==> src/rtl/fetch_stage.sv <==
// Instruction fetch stage: PC, single-outstanding imem request/grant/response, IF/ID register with skid.
// Optional: FETCH_MISALIGN_TRAP_EN adds MISALIGN and parks fetch on misaligned redirect targets.
module fetch_stage #(
  parameter int unsigned     XLEN      = 32,
  parameter logic [XLEN-1:0] RESET_PC  = '0,
  parameter logic [31:0]     NOP_INSTR = 32'h0000_0013
) (
  input  logic            CLK,
  input  logic            RST,
  output logic            IMEM_REQ,
  output logic [XLEN-1:0] IMEM_ADDR,
  input  logic            IMEM_GNT,
  input  logic            IMEM_RVALID,
  input  logic [31:0]     IMEM_RDATA,
  input  logic            REDIRECT,
  input  logic [XLEN-1:0] REDIRECT_PC,
  input  logic            STALL,
  output logic            IF_VALID,
  output logic [31:0]     IF_INSTR,
  output logic [XLEN-1:0] IF_PC,
  output logic [6:0]      OPCODE,
  output logic [2:0]      FUNCT_THREE,
  output logic [4:0]      FUNCT_FIVE
`ifdef FETCH_MISALIGN_TRAP_EN
  ,
  output logic            MISALIGN
`endif
);

  localparam int unsigned ILEN = 32;

  typedef enum logic [1:0] {IDLE, REQ, WAIT, HOLD} state_t;

  state_t            state;
  logic [XLEN-1:0]   pc;
  logic [XLEN-1:0]   skid_pc;
  logic [ILEN-1:0]   skid_instr;
  logic              kill;

  logic [XLEN-1:0]   redirect_tgt;
  logic [XLEN-1:0]   fetch_addr;
  logic              consume;
  logic              load_rsp;
  logic              load_skid;
  logic              redirect_pend;

  assign redirect_tgt = REDIRECT_PC & ~XLEN'(3);
  assign fetch_addr   = pc & ~XLEN'(3);
  assign consume      = IF_VALID && !STALL;
  assign load_rsp     = (state == WAIT) && IMEM_RVALID && !kill && (!IF_VALID || !STALL);
  assign load_skid    = (state == HOLD) && consume;

  // A request is still outstanding after the redirect edge; its response must be killed.
`ifdef FETCH_MISALIGN_TRAP_EN
  logic tgt_misaligned;
  assign tgt_misaligned = (REDIRECT_PC[1:0] != 2'b00);
  assign redirect_pend  = ((state == WAIT) && !IMEM_RVALID) ||
                          ((state == REQ)  && IMEM_GNT) ||
                          ((state == IDLE) && kill && !IMEM_RVALID);
`else
  assign redirect_pend  = ((state == WAIT) && !IMEM_RVALID) ||
                          ((state == REQ)  && IMEM_GNT);
`endif

  assign OPCODE      = IF_INSTR[6:0];
  assign FUNCT_THREE = IF_INSTR[14:12];
  assign FUNCT_FIVE  = IF_INSTR[31:27];

  always_ff @(posedge CLK or posedge RST) begin
    if (RST) begin
      state      <= IDLE;
      pc         <= RESET_PC;
      IMEM_REQ   <= 1'b0;
      IMEM_ADDR  <= RESET_PC & ~XLEN'(3);
      IF_VALID   <= 1'b0;
      IF_INSTR   <= NOP_INSTR;
      IF_PC      <= '0;
      skid_instr <= '0;
      skid_pc    <= '0;
      kill       <= 1'b0;
`ifdef FETCH_MISALIGN_TRAP_EN
      MISALIGN   <= 1'b0;
`endif
    end else if (REDIRECT) begin
      // Flush has priority over stall and any response arriving this cycle.
      pc         <= redirect_tgt;
      IF_VALID   <= 1'b0;
      IF_INSTR   <= NOP_INSTR;
      skid_instr <= '0;
      skid_pc    <= '0;
      kill       <= redirect_pend;
`ifdef FETCH_MISALIGN_TRAP_EN
      MISALIGN   <= tgt_misaligned;
      if (tgt_misaligned) begin
        state    <= IDLE;
        IMEM_REQ <= 1'b0;
      end else
`endif
      if (redirect_pend) begin
        state    <= WAIT;
        IMEM_REQ <= 1'b0;
      end else begin
        state     <= REQ;
        IMEM_REQ  <= 1'b1;
        IMEM_ADDR <= redirect_tgt;
      end
    end else begin
      case (state)
        IDLE: begin
`ifdef FETCH_MISALIGN_TRAP_EN
          // While parked, a killed response may still drain.
          if (kill && IMEM_RVALID) kill <= 1'b0;
          if (!MISALIGN) begin
            state     <= REQ;
            IMEM_REQ  <= 1'b1;
            IMEM_ADDR <= fetch_addr;
          end
`else
          state     <= REQ;
          IMEM_REQ  <= 1'b1;
          IMEM_ADDR <= fetch_addr;
`endif
        end
        REQ: begin
          if (IMEM_GNT) begin
            pc       <= pc + XLEN'(4);
            state    <= WAIT;
            IMEM_REQ <= 1'b0;
          end
        end
        WAIT: begin
          if (IMEM_RVALID) begin
            if (kill || !IF_VALID || !STALL) begin
              kill      <= 1'b0;
              state     <= REQ;
              IMEM_REQ  <= 1'b1;
              IMEM_ADDR <= fetch_addr;
            end else begin
              skid_instr <= IMEM_RDATA;
              skid_pc    <= IMEM_ADDR;
              state      <= HOLD;
            end
          end
        end
        HOLD: begin
          if (consume) begin
            state     <= REQ;
            IMEM_REQ  <= 1'b1;
            IMEM_ADDR <= fetch_addr;
          end
        end
        default: state <= IDLE;
      endcase

      // IF/ID register: new response, then skid drain, then plain consume.
      if (load_rsp) begin
        IF_VALID <= 1'b1;
        IF_INSTR <= IMEM_RDATA;
        IF_PC    <= IMEM_ADDR;
      end else if (load_skid) begin
        IF_VALID <= 1'b1;
        IF_INSTR <= skid_instr;
        IF_PC    <= skid_pc;
      end else if (consume) begin
        IF_VALID <= 1'b0;
        IF_INSTR <= NOP_INSTR;
      end
    end
  end

endmodule

==> config.mk <==
export PLATFORM = sky130hd
export DESIGN_NAME = fetch_stage
export DESIGN_NICKNAME = d
export VERILOG_FILES = /design/src/rtl/fetch_stage.sv
export SDC_FILE = /design/constraint.sdc
export NUM_CORES = 1
export LEC_CHECK = 0
export ABC_CLOCK_PERIOD_IN_PS = 9100
export CORE_UTILIZATION = 30
export CTS_CLUSTER_SIZE = 14
export DETAILED_ROUTE_END_ITERATION = 12
export HOLD_SLACK_MARGIN = 0.1
export PLACE_DENSITY = 0.49
export SYNTH_ARGS = -nofsm -noshare
export SYNTH_HDL_FRONTEND = slang
export SYNTH_SLANG_ARGS = --single-unit
==> constraint.sdc <==
create_clock -name CLK -period 9.1 [get_ports CLK]
set_clock_uncertainty 0.15 [all_clocks]
set_input_delay 1.82 -clock CLK [delete_from_list [all_inputs] [get_ports CLK]]
set_output_delay 1.82 -clock CLK [all_outputs]
set_load 0.03 [all_outputs]
Word level (Yosys, flattened, before mapping):

Index checks and enable logic that the tools add are counted.

* add/subtract/negate cells: 1
* equal/unequal tests: 9
* mux-type cells: 45
* bitwise gates (word level): 1
* reductions and logical operators: 31

Operator list (count)
* 32-bit 2-to-1 mux: 22
* 32-bit one-hot mux with 3 select lines: 1
* 32-bit by 3-bit adder with 32-bit output, second input constant: 1
* 1-bit 2-to-1 mux: 14
* 2-bit 2-to-1 mux: 6
* 2-bit nonzero test: 6
* 3-bit != test, second input constant: 3
* 3-bit AND reduction: 3
* 2-bit one-hot mux with 4 select lines: 1
* 4-bit nonzero test: 2
* 1-bit logical AND: 7
* 5-bit AND reduction: 1
* 2-bit equality test, second input constant: 2
* 1-bit logical NOT: 4
* 1-bit logical OR: 4
* 2-bit != test, second input constant: 2
* 1-bit one-hot mux with 4 select lines: 1
* 2-bit AND reduction: 2
* 4-bit AND reduction: 1
* 3-bit by 2-bit != test with 1-bit output, second input constant: 1
* 2-bit by 1-bit equality test with 1-bit output, second input constant: 1
* 2-bit logical NOT: 1
* 1-bit NOT: 1

* bits in registers: 197
* output and inout bits: 113
* logic and storage cells: 97

Depth between registers and ports, before layout:

Gate-level depths: netlist (run 1).

* depth in word-level cells: 7
* gate-level depth with buffers: 9
* gate-level depth less buffers: 6

Worst setup path after synthesis (run 1):

No wires, ideal clock.

* kind: input to register
* start: in IMEM_RVALID
* end: reg IF_PC[10]
* library setup time: 125 ps
* arrival time: 3352 ps
* required time: 8825 ps
* slack: 5473 ps
* stages on the path: 6
* path through: nand3b_1 -> nand2b_1 -> clkbuf_1 -> clkbuf_1 -> mux2_2 -> mux2_2

* cells in the longest elaborated chain, start to end: 5
* elaborated cells between the ends (all ways): 6
* those cells by class: 1 x mux; 5 x reduce/logical

Ends and longest elaborated chain
* start: declaration: line 13 `input logic IMEM_RVALID,`
* 1-bit logical AND (*) (3 in a row): line 50 `assign load_rsp = (state == WAIT) && IMEM_RVALID && !kill && (!IF_VALID || !STALL);`
* 2-bit nonzero test (no line)
* 2-bit AND reduction (no line)
* end signal: assignment: line 163 `IF_PC <= skid_pc;`
* end: declaration: line 20 `output logic [XLEN-1:0] IF_PC,`

Every way passes the cells marked *; elsewhere a longest branch is shown, timed or not.
A chain may end at the register's enable or synchronous reset.

Worst setup path after layout (run 1):

* start: in REDIRECT
* end: reg IMEM_ADDR[29]

* cells in the longest elaborated chain, start to end: 2
* elaborated cells between the ends (all ways): 7
* those cells by class: 4 x eq/ne; 1 x mux; 2 x reduce/logical

Ends and longest elaborated chain
* start: declaration: line 15 `input logic REDIRECT,`
* 3-bit by 2-bit != test with 1-bit output (no line), or another cell as far along
* 5-bit AND reduction (no line)
* end signal: assignment: line 74 `IMEM_ADDR <= RESET_PC & ~XLEN'(3);`
* end signal: assignment: line 105 `IMEM_ADDR <= redirect_tgt;`
* end signal: assignment: line 121 `IMEM_ADDR <= fetch_addr;`
* end: declaration: line 11 `output logic [XLEN-1:0] IMEM_ADDR,`

Several ways; a longest one is shown, not always the timed one.

==> results of run 1 <==
[power by group through the flow]
| stage | logic (mW) | registers [mW] | clock network [mW] |
|---|---|---|---|
| finish | 0.797 | 1.07 | 0.767 |
| floorplan | 0.322 | 1.24 | 0 |
| global route | 0.850 | 1.10 | 0.826 |
| detailed placement | 0.804 | 1.09 | 0 |
| global placement | 0.803 | 1.09 | 0 |
| CTS | 0.808 | 1.08 | 0.794 |
[Yosys cell counts (all sizes together) (2+ instances only)]
cell type  instances  share of area
inv               25          0.010
xnor2             11          0.010
a21oi             64          0.035
dfstp              3         0.0086
or3                8         0.0057
clkbuf            54          0.024
and4               4         0.0038
nor3               6         0.0033
o21ai             39          0.021
a22oi              3         0.0024
ha                 6         0.0082
nor2              18         0.0073
nor3b             29          0.024
nand4             13          0.010
dfrtp            186           0.51
nor2b              2         0.0014
buf               31          0.023
and2               4         0.0027
mux2i              4         0.0043
a31oi             41          0.028
nor4               3         0.0020
nand2            160          0.065
nand3             17         0.0092
nand2b             2         0.0014
o2bb2ai           30          0.029
or4               10         0.0082
o211ai             5         0.0041
o31ai              4         0.0033
mux2             102           0.12
[layout by cell type, fill, tap and decap left out, drive strengths merged, types with 2 or more instances in the layout]
master	netlist	final
xnor2	11	11
nor2	18	18
and2	4	4
nor2b	2	2
dfrtp	186	186
ha	6	6
nor3	6	6
o2bb2ai	30	30
clkdlybuf4s50	0	175
nand4	13	13
nand2	160	160
o21ai	39	39
mux2	102	102
buf	31	11
o211ai	5	5
a21oi	64	64
clkbuf	54	18
nand2b	2	2
or4	10	10
inv	25	31
a31oi	41	41
nor4	3	3
clkinv	1	7
conb	1	4
dfstp	3	3
or3	8	8
nand3	17	17
and4	4	4
o31ai	4	4
nor3b	29	29
mux2i	4	4
a22oi	3	3
[kinds of logic (layout without fill, tap and decap cells)]
logic type,Yosys count,after routing,synth area share
buffers and inverters,111,244,0.05735
and+or+nand+nor,282,282,0.1496
xor gates and xnor gates,11,11,0.01046
other,1,4,0.0004073
DFF,189,189,0.5141
AOI/OAI and AO/OA,195,195,0.1309
adders and majority gates,6,6,0.008153
muxes,106,106,0.1291
[worst max-delay path by stage]
stage                   from       endpoint  depth (start not counted)
global placement    REDIRECT  IMEM_ADDR[15]                          6
finish              REDIRECT  IMEM_ADDR[29]                          6
floorplan                RST   IF_INSTR[10]                          1
detailed placement  REDIRECT  IMEM_ADDR[25]                          6
global route        REDIRECT  IMEM_ADDR[25]                          6
CTS                 REDIRECT  IMEM_ADDR[29]                          6
[layer usage]
layer  track usage  vias up  share of wire
met5             0        -         0.0015
met2        0.2596      146           0.46
li1              -     3421              -
met1        0.2291     3534           0.49
met3       0.03608       18          0.045
met4       0.03556        6         0.0070
[layout make-up]
cell class / instances / area [um2]
clock buffer: 18 / 439.2
clock inverter: 14 / 151.4
fill: 3003 / 18210
inverter: 26 / 105.1
multi-input combinational: 604 / 3989
sequential: 189 / 4733
tap: 390 / 488.0
timing repair buffer: 186 / 1838
[through the flow]
| step | cell area (um2) | hold WS (ns) |
|---|---|---|
| 2_1_floorplan | 9219 | 0.3323 |
| 3_3_place_gp | 11150 | 0.3226 |
| 3_5_place_dp | 11150 | 0.3224 |
| 4_1_cts | 11740 | 0.3466 |
| 5_1_grt | 11740 | 0.3588 |
| 6_report | 11740 | 0.3420 |
[state kept, by name, summed over array words and instances, names as in the netlist]
register / count
skid_instr: 32
IF_PC: 30
pc: 30
state: 2
IF_INSTR: 32
IF_VALID: 1
kill: 1
IMEM_REQ: 1
skid_pc: 30
IMEM_ADDR: 30
==> metrics.txt, run 1 <==
Clock transition at path regs 0.08 ns; Max Clk Rate 202.9 MHz; core box area between 20000 and 30000 um2; Reg-to-Reg End IF_PC[25]; die area approximately 31000 um2; Nets 1100; non-filler cells, final between 1000 and 1500; Max Cap Viol 0; # port buffers 176; critical-path maximum fanout 90; CTS tree done; Synth Cell Area roughly 9200 um2; crit end category flip-flop; Pwr Total ~2.6 mW; clock power share 0.291; Synth Flop Type dfrtp_1; Starting Density 0.3074; dpl ws about 3.7 ns; initial antenna violation count 3; maximum VDD drop 118.7 uV; DR vias/cell roughly 5; post-route setup slack ~4.2 ns; Rows between 60 and 70; remaining antenna violation count 0; startpoint types input pin; CP arrival 5.10 ns; Crit path required time a little over 9 ns; CTS Hold Bufs 0; Tcrit/Tclk final 0.5417; chip height between 150 and 200 um; gr usage total 0.1645; worst hold stages 1; Final Hold Fails 0; Pleak around 4.8 nW; Critical-path top delay cell clkinv_1; First-pass DRT Iterations 5; HPWL after DPL 15.34 mm; power share of the sequential group 0.407; Cells after Synth about 900; WP buf/inv 3; layout cell share with drive strength beyond 1 0.1524; area delta synth->final 27.54%; R2R cell count 8; PwrDens 224.5 nW/um2; crit path time final between 4 and 5 ns; total routed wirelength approximately 25 mm; global-route wire length before repair between 40 and 50 mm; EDFF count, synth 0; Cells after DPL 1395; root buf cell clkbuf_16; Final Max Slew Viols 0; clock sink total about 190; total congestion overflow 0; n_diodes 0; Top Ports 183; Setup violations, final 0; cts bufs inserted 17; # DRC 0; Least-Margin Pin Slew between 0.9 and 1 ns; worst-skew pair later-pin latency around 0.43 ns; RSZ-0062 raised after global routing false; critical path class input pin to flip-flop; Int Power about 1.7 mW; Hold Path Sink IF_INSTR[16]; Die X ~180 um; async set or reset register ratio after synthesis 1.000; crit-path cells buf_6 > clkinv_1 > o21ai_0 > o211a_1 > buf_4 > mux2_2; combinational share of power 0.302; CP top delay family buffers and inverters; largest net degree at the start of global routing between 100 and 150; routability cong. ~0.75; status complete, no violations; hold_sp IF_INSTR[16]; Sw Share 0.3532; Sum Neg Setup Slack 0 ns; sequential share of the synthesized area 0.5141; Core Util, Final 0.3921; drt wl/cell 17.55 um; R2R Path Start state[0]; H-tree Lvls 4; Post-CTS Setup Repair Bufs 0; R2R setup slack 5.63 ns; Rel. slew slack 0.3529; Clock Tree Buf Depth 2; post-cts sizing count 0; P_sw 0.9312 mW; Min-Delay Path Class flip-flop to flip-flop; vias in the first global route 7153; Cell variety after synth 52; total number of vias 7125; register bit total from synthesis 189; CP peak stage delay about 0.98 ns; Mean Syn Cell Area just over 10 um2; synth warn 0; starting DRC count in detailed routing approximately 340
(Power assumes the default switching activity.)
==> run 2, diff against run 1 <==
--- a/config.mk
+++ b/config.mk
@@ -5,12 +5,12 @@
 export SDC_FILE = /design/constraint.sdc
 export NUM_CORES = 1
 export LEC_CHECK = 0
-export ABC_CLOCK_PERIOD_IN_PS = 9100
+export ABC_CLOCK_PERIOD_IN_PS = 4260
 export CORE_UTILIZATION = 30
 export CTS_CLUSTER_SIZE = 14
 export DETAILED_ROUTE_END_ITERATION = 12
 export HOLD_SLACK_MARGIN = 0.1
-export PLACE_DENSITY = 0.49
+export PLACE_DENSITY = 0.51
 export SYNTH_ARGS = -nofsm -noshare
 export SYNTH_HDL_FRONTEND = slang
 export SYNTH_SLANG_ARGS = --single-unit
==> constraint.sdc (replaced) <==
create_clock -name CLK -period 4.26 [get_ports CLK]
set_clock_uncertainty 0.15 [all_clocks]
set_input_delay 0.852 -clock CLK [delete_from_list [all_inputs] [get_ports CLK]]
set_output_delay 0.852 -clock CLK [all_outputs]
set_load 0.03 [all_outputs]
==> metrics.txt, run 2 (same netlist as run 1, synthesis figures left out) <==
hold_sp IF_INSTR[17] (was IF_INSTR[16]); total routed wirelength 24.98 mm (was 25.04 mm); # DRC 0 (unchanged); gr usage total 0.1654 (was 0.1645); HPWL after DPL 15.78 mm (was 15.34 mm); global-route wire length before repair 40.11 mm (was 40.52 mm); total number of vias 7155 (was 7125); Post-CTS Setup Repair Bufs 0 (unchanged); die area 31400 um2 (unchanged); Cells after DPL 1403 (was 1395); CP arrival 3.28 ns (was 5.10 ns); commonest cells after routing, fill and taps aside 186 x dfrtp_1, 175 x clkdlybuf4s50_1, 160 x nand2_1, 102 x mux2_2, 63 x a21oi_1 (unchanged); Max Cap Viol 0 (unchanged); Final Max Slew Viols 0 (unchanged); CTS Hold Bufs 0 (unchanged); drt wl/cell 17.40 um (was 17.55 um); Starting Density 0.3074 (unchanged); Core Util, Final 0.3955 (was 0.3921); Min-Delay Path Class flip-flop to flip-flop (unchanged); Setup violations, final 0 (unchanged); crit path launch IMEM_GNT (was REDIRECT); Nets 1108 (was 1100); Largest regs IF_INSTR (32), skid_instr (32) (unchanged); H-tree Lvls 4 (unchanged); routability cong. 0.7740 (was 0.7522); Clock Tree Buf Depth 2 (unchanged); First-pass DRT Iterations 5 (unchanged); post-cts sizing count 0 (unchanged); Crit path required time 4.42 ns (was 9.27 ns); remaining antenna violation count 0 (unchanged); worst-skew pair later-pin latency 0.44 ns (was 0.43 ns); chip height 177.2 um (unchanged); CTS tree done (unchanged); DR vias/cell 4.983 (was 4.993); largest net degree at the start of global routing 106 (was 126); Max Clk Rate 320.5 MHz; total congestion overflow 0 (unchanged); clock sink total 189 (unchanged); # port buffers 176 (unchanged); starting DRC count in detailed routing 493 (was 337); maximum VDD drop 260.6 uV (was 118.7 uV); area delta synth->final 28.66% (was 27.54%); layout cell share with drive strength beyond 1 0.1589 (was 0.1524); Rel. slew slack 0.4086 (was 0.3529); Sum Neg Setup Slack 0 ns (unchanged); R2R Path Start state[1] (was state[0]); commonest non-fill, non-tap cell in the layout dfrtp_1 (unchanged); crit end category flip-flop (unchanged); core box area 29950 um2 (unchanged); Least-Margin Pin Slew 0.8871 ns (was 0.9707 ns); Pleak 4.815 nW (was 4.762 nW); crit path time final 3.120 ns; critical path class input pin to flip-flop (unchanged); non-filler cells, final 1436 (was 1427); Top Ports 183 (unchanged); startpoint types input pin (unchanged); Tcrit/Tclk final 0.7325; vias in the first global route 6998 (was 7153); Hold Slack 0.3402 ns (was 0.3420 ns); initial antenna violation count 4 (was 3); Clock transition at path regs 0.08 ns (about the same); Die X 177.2 um (unchanged); critical-path maximum fanout 13 (was 90); Rows 63 (unchanged); root buf cell clkbuf_16 (unchanged); PwrDens 475.4 nW/um2 (was 224.5 nW/um2); cts bufs inserted 17 (unchanged); status complete, no violations (unchanged); RSZ-0062 raised after global routing false (unchanged); Final Hold Fails 0 (unchanged)
-- run 2: cell types whose count changed in the layout (fill, tap and decap cells not counted) --
cell	before	now
clkinv_8	1	3
diode_2	0	1
buf_12	0	4
clkinv_2	1	2
inv_6	4	6
buf_4	10	14
clkinv_4	4	0
bufinv_16	1	0
-- run 2: final timing paths --
kind | end | slack (ns) | depth (start not counted)
max | IMEM_ADDR[25] | 1.14 | 6
min | IF_INSTR[17] | 0.34 | 1
max reg2reg | IMEM_ADDR[25] | 1.31 | 7
min reg2reg | IF_INSTR[17] | 0.34 | 1
max in group asynchronous | IF_INSTR[4] | 2.66 | 3
min in group asynchronous | IF_PC[28] | 0.58 | 2
-- run 2: worst max-delay path, cell delays in order --
cell and delay (ns):
clkdlybuf4s50_1 0.51, and2_1 0.24, o21ai_0 0.46, o211a_1 0.54
buf_4 0.31, mux2_2 0.36
-- run 2: layer usage --
metal,track usage,share of wire,vias to the layer above
li1,-,-,3432
met3,0.04467,0.054,16
met1,0.2330,0.49,3539
met2,0.2520,0.45,162
met4,0.03484,0.0070,6
met5,0,0.0015,-
-- run 2: final cells by class --
cell class	count	area, um2
repair buffers	194	1948
diodes	1	2.502
multi-input cells	604	3989
inverters	26	101.3
clock inverters	14	145.1
clock buffers	18	439.2
fillers	2980	18110
well taps	390	488.0
flip-flops and latches	189	4733
-- run 2: report_power, final --
| group | internal [mW] | total, mW | switching (mW) |
|---|---|---|---|
| Clock | 0.802 | 1.62 | 0.816 |
| Sequential | 2.03 | 2.29 | 0.261 |
| Combinational | 0.780 | 1.72 | 0.940 |
| Total | 3.62 | 5.63 | 2.02 |
-- run 2: through the flow --
step	total power, mW	cell area, um2	setup slack [ns]
floorplan	3.330	9223	0.8260
global placement	4.071	11260	0.7185
detailed placement	4.073	11260	0.7023
CTS	5.730	11840	1.170
global route	5.935	11840	1.027
finish	5.632	11850	1.140
==> run 3, diff against run 2 <==
--- a/config.mk
+++ b/config.mk
@@ -5,12 +5,12 @@
 export SDC_FILE = /design/constraint.sdc
 export NUM_CORES = 1
 export LEC_CHECK = 0
-export ABC_CLOCK_PERIOD_IN_PS = 4260
+export ABC_CLOCK_PERIOD_IN_PS = 3200
 export CORE_UTILIZATION = 30
 export CTS_CLUSTER_SIZE = 14
 export DETAILED_ROUTE_END_ITERATION = 12
 export HOLD_SLACK_MARGIN = 0.1
-export PLACE_DENSITY = 0.51
+export PLACE_DENSITY = 0.49
 export SYNTH_ARGS = -nofsm -noshare
 export SYNTH_HDL_FRONTEND = slang
 export SYNTH_SLANG_ARGS = --single-unit
==> constraint.sdc (replaced) <==
create_clock -name CLK -period 3.2 [get_ports CLK]
set_clock_uncertainty 0.15 [all_clocks]
set_input_delay 0.64 -clock CLK [delete_from_list [all_inputs] [get_ports CLK]]
set_output_delay 0.64 -clock CLK [all_outputs]
set_load 0.03 [all_outputs]
==> metrics.txt, run 3 (same netlist as run 1, synthesis figures left out) <==
status complete, no violations (unchanged); commonest cells after routing, fill and taps aside 186 x dfrtp_1, 175 x clkdlybuf4s50_1, 160 x nand2_1, 102 x mux2_2, 63 x a21oi_1 (unchanged); post-route setup slack 0.5687 ns (was 1.140 ns); Max Clk Rate 380.0 MHz; clock power share 0.293 (was 0.287); vias in the first global route 7011 (was 6998); Tcrit/Tclk final 0.8223; Clock Tree Buf Depth 2 (unchanged); Rel. slew slack 0.4831 (was 0.4086); Starting Density 0.3074 (unchanged); crit end category flip-flop (unchanged); CTS Hold Bufs 0 (unchanged); Nets 1114 (was 1108); initial antenna violation count 0 (was 4); H-tree Lvls 4 (unchanged); Clock transition at path regs 0.07 ns (was 0.08 ns); Sum Neg Setup Slack 0 ns (unchanged); Pwr Total 7.585 mW (was 5.632 mW); startpoint types flip-flop (was input pin); total routed wirelength 25.02 mm (was 24.98 mm); Hold Slack 0.3425 ns (was 0.3402 ns); starting DRC count in detailed routing 397 (was 493); gr usage total 0.1637 (was 0.1654); global-route wire length before repair 40.10 mm (was 40.11 mm); routability cong. 0.7733 (was 0.7740); fin area 11930 um2 (was 11850 um2); non-filler cells, final 1441 (was 1436); area delta synth->final 29.54% (was 28.66%); Setup violations, final 0 (unchanged); Least-Margin Pin Slew 0.7753 ns (was 0.8871 ns); Int Power 4.911 mW (was 3.616 mW); Crit path required time 3.40 ns (was 4.42 ns); Final Max Slew Viols 0 (unchanged); Pleak 4.853 nW (was 4.815 nW); worst-skew pair later-pin latency 0.43 ns (was 0.44 ns); Largest regs IF_INSTR (32), skid_instr (32) (unchanged); Final Hold Fails 0 (unchanged); Cells after DPL 1409 (was 1403); remaining antenna violation count 0 (unchanged); DP Area 11320 um2 (was 11260 um2); Die X 177.2 um (unchanged); chip height 177.2 um (unchanged); dpl ws 0.2948 ns (was 0.7023 ns); Register Area 4733 um2 (unchanged); Min-Delay Path Class flip-flop to flip-flop (unchanged); largest net degree at the start of global routing 63 (was 106); total number of vias 7185 (was 7155); Core Util, Final 0.3982 (was 0.3955); combinational share of power 0.305 (about the same); P_sw 2.675 mW (was 2.016 mW); Top Ports 183 (unchanged); fillcell total 2974 (was 2980); # port buffers 176 (unchanged); total congestion overflow 0 (unchanged); commonest non-fill, non-tap cell in the layout dfrtp_1 (unchanged); RSZ-0062 raised after global routing false (unchanged); First-pass DRT Iterations 5 (unchanged); layout cell share with drive strength beyond 1 0.1637 (was 0.1589); area of the multi-input gates 3989 um2 (unchanged); Max Cap Viol 0 (unchanged); n_diodes 0 (was 1); CTS tree done (unchanged); critical-path maximum fanout 26 (was 13); root buf cell clkbuf_16 (unchanged); die area 31400 um2 (unchanged); critical path class flip-flop to flip-flop (was input pin to flip-flop); DR vias/cell 4.986 (was 4.983); power share of the sequential group 0.402 (was 0.407); clock sink total 189 (unchanged); post-cts sizing count 0 (unchanged); drt wl/cell 17.37 um (was 17.40 um); PwrDens 636.0 nW/um2 (was 475.4 nW/um2); cts bufs inserted 17 (unchanged); Sw Share 0.3526 (was 0.3580); Rows 63 (unchanged); Post-CTS Setup Repair Bufs 0 (unchanged); HPWL after DPL 16.06 mm (was 15.78 mm); maximum VDD drop 401.4 uV (was 260.6 uV); CP arrival 2.83 ns (was 3.28 ns); core box area 29950 um2 (unchanged); # DRC 0 (unchanged); crit path time final 2.631 ns
run 3: cell count changes in the layout (fill, tap and decap cells not counted):
cell,change
inv_8,+2
clkinv_4,+3
clkinv_8,-1
diode_2,-1
inv_6,-3
buf_4,+5
bufinv_16,+1
buf_12,+1
clkinv_2,-2
run 3: layout make-up:
type,instances,share of cell area
sequential,189,0.3968
multi-input combinational,604,0.3344
timing repair buffer,200,0.1682
tap,390,0.04091
clock buffer,18,0.03682
clock inverter,14,0.01437
inverter,26,0.008497
run 3: power groups by stage:
| stage | sequential [mW] | clock, mW | combinational [mW] |
|---|---|---|---|
| 2_1_floorplan | 3.52 | 0 | 0.917 |
| 3_3_place_gp | 3.10 | 0 | 2.34 |
| 3_5_place_dp | 3.10 | 0 | 2.34 |
| 6_report | 3.05 | 2.22 | 2.32 |
| 5_1_grt | 3.11 | 2.40 | 2.47 |
| 4_1_cts | 3.06 | 2.30 | 2.36 |
run 3: worst paths after layout:
| path | depth (start not counted) | to | from | slack, ns |
|---|---|---|---|---|
| setup / recovery | 4 | pc[31] | pc[5] | 0.57 |
| hold / removal | 1 | IMEM_REQ | IMEM_REQ | 0.34 |
| setup reg to reg | 4 | pc[31] | pc[5] | 0.57 |
| hold reg to reg | 1 | IMEM_REQ | IMEM_REQ | 0.34 |
| max in group asynchronous | 3 | pc[7] | RST | 1.64 |
| min in group asynchronous | 2 | skid_pc[28] | RST | 0.45 |
run 3: metal layers:
layer  wire length, um  up-vias  track usage
li1                  -     3460            -
met1             12090     3549       0.2303
met2             11510      165       0.2549
met3              1284       11      0.04145
met4               137        0      0.02802
met5                 0        -            0
run 3: critical path, cell delays in order, from the launching register on:
cell	delay, ns
dfrtp_1	0.47
nand4_4	0.22
or4_1	0.93
or4b_1	0.61
a31oi_1	0.17
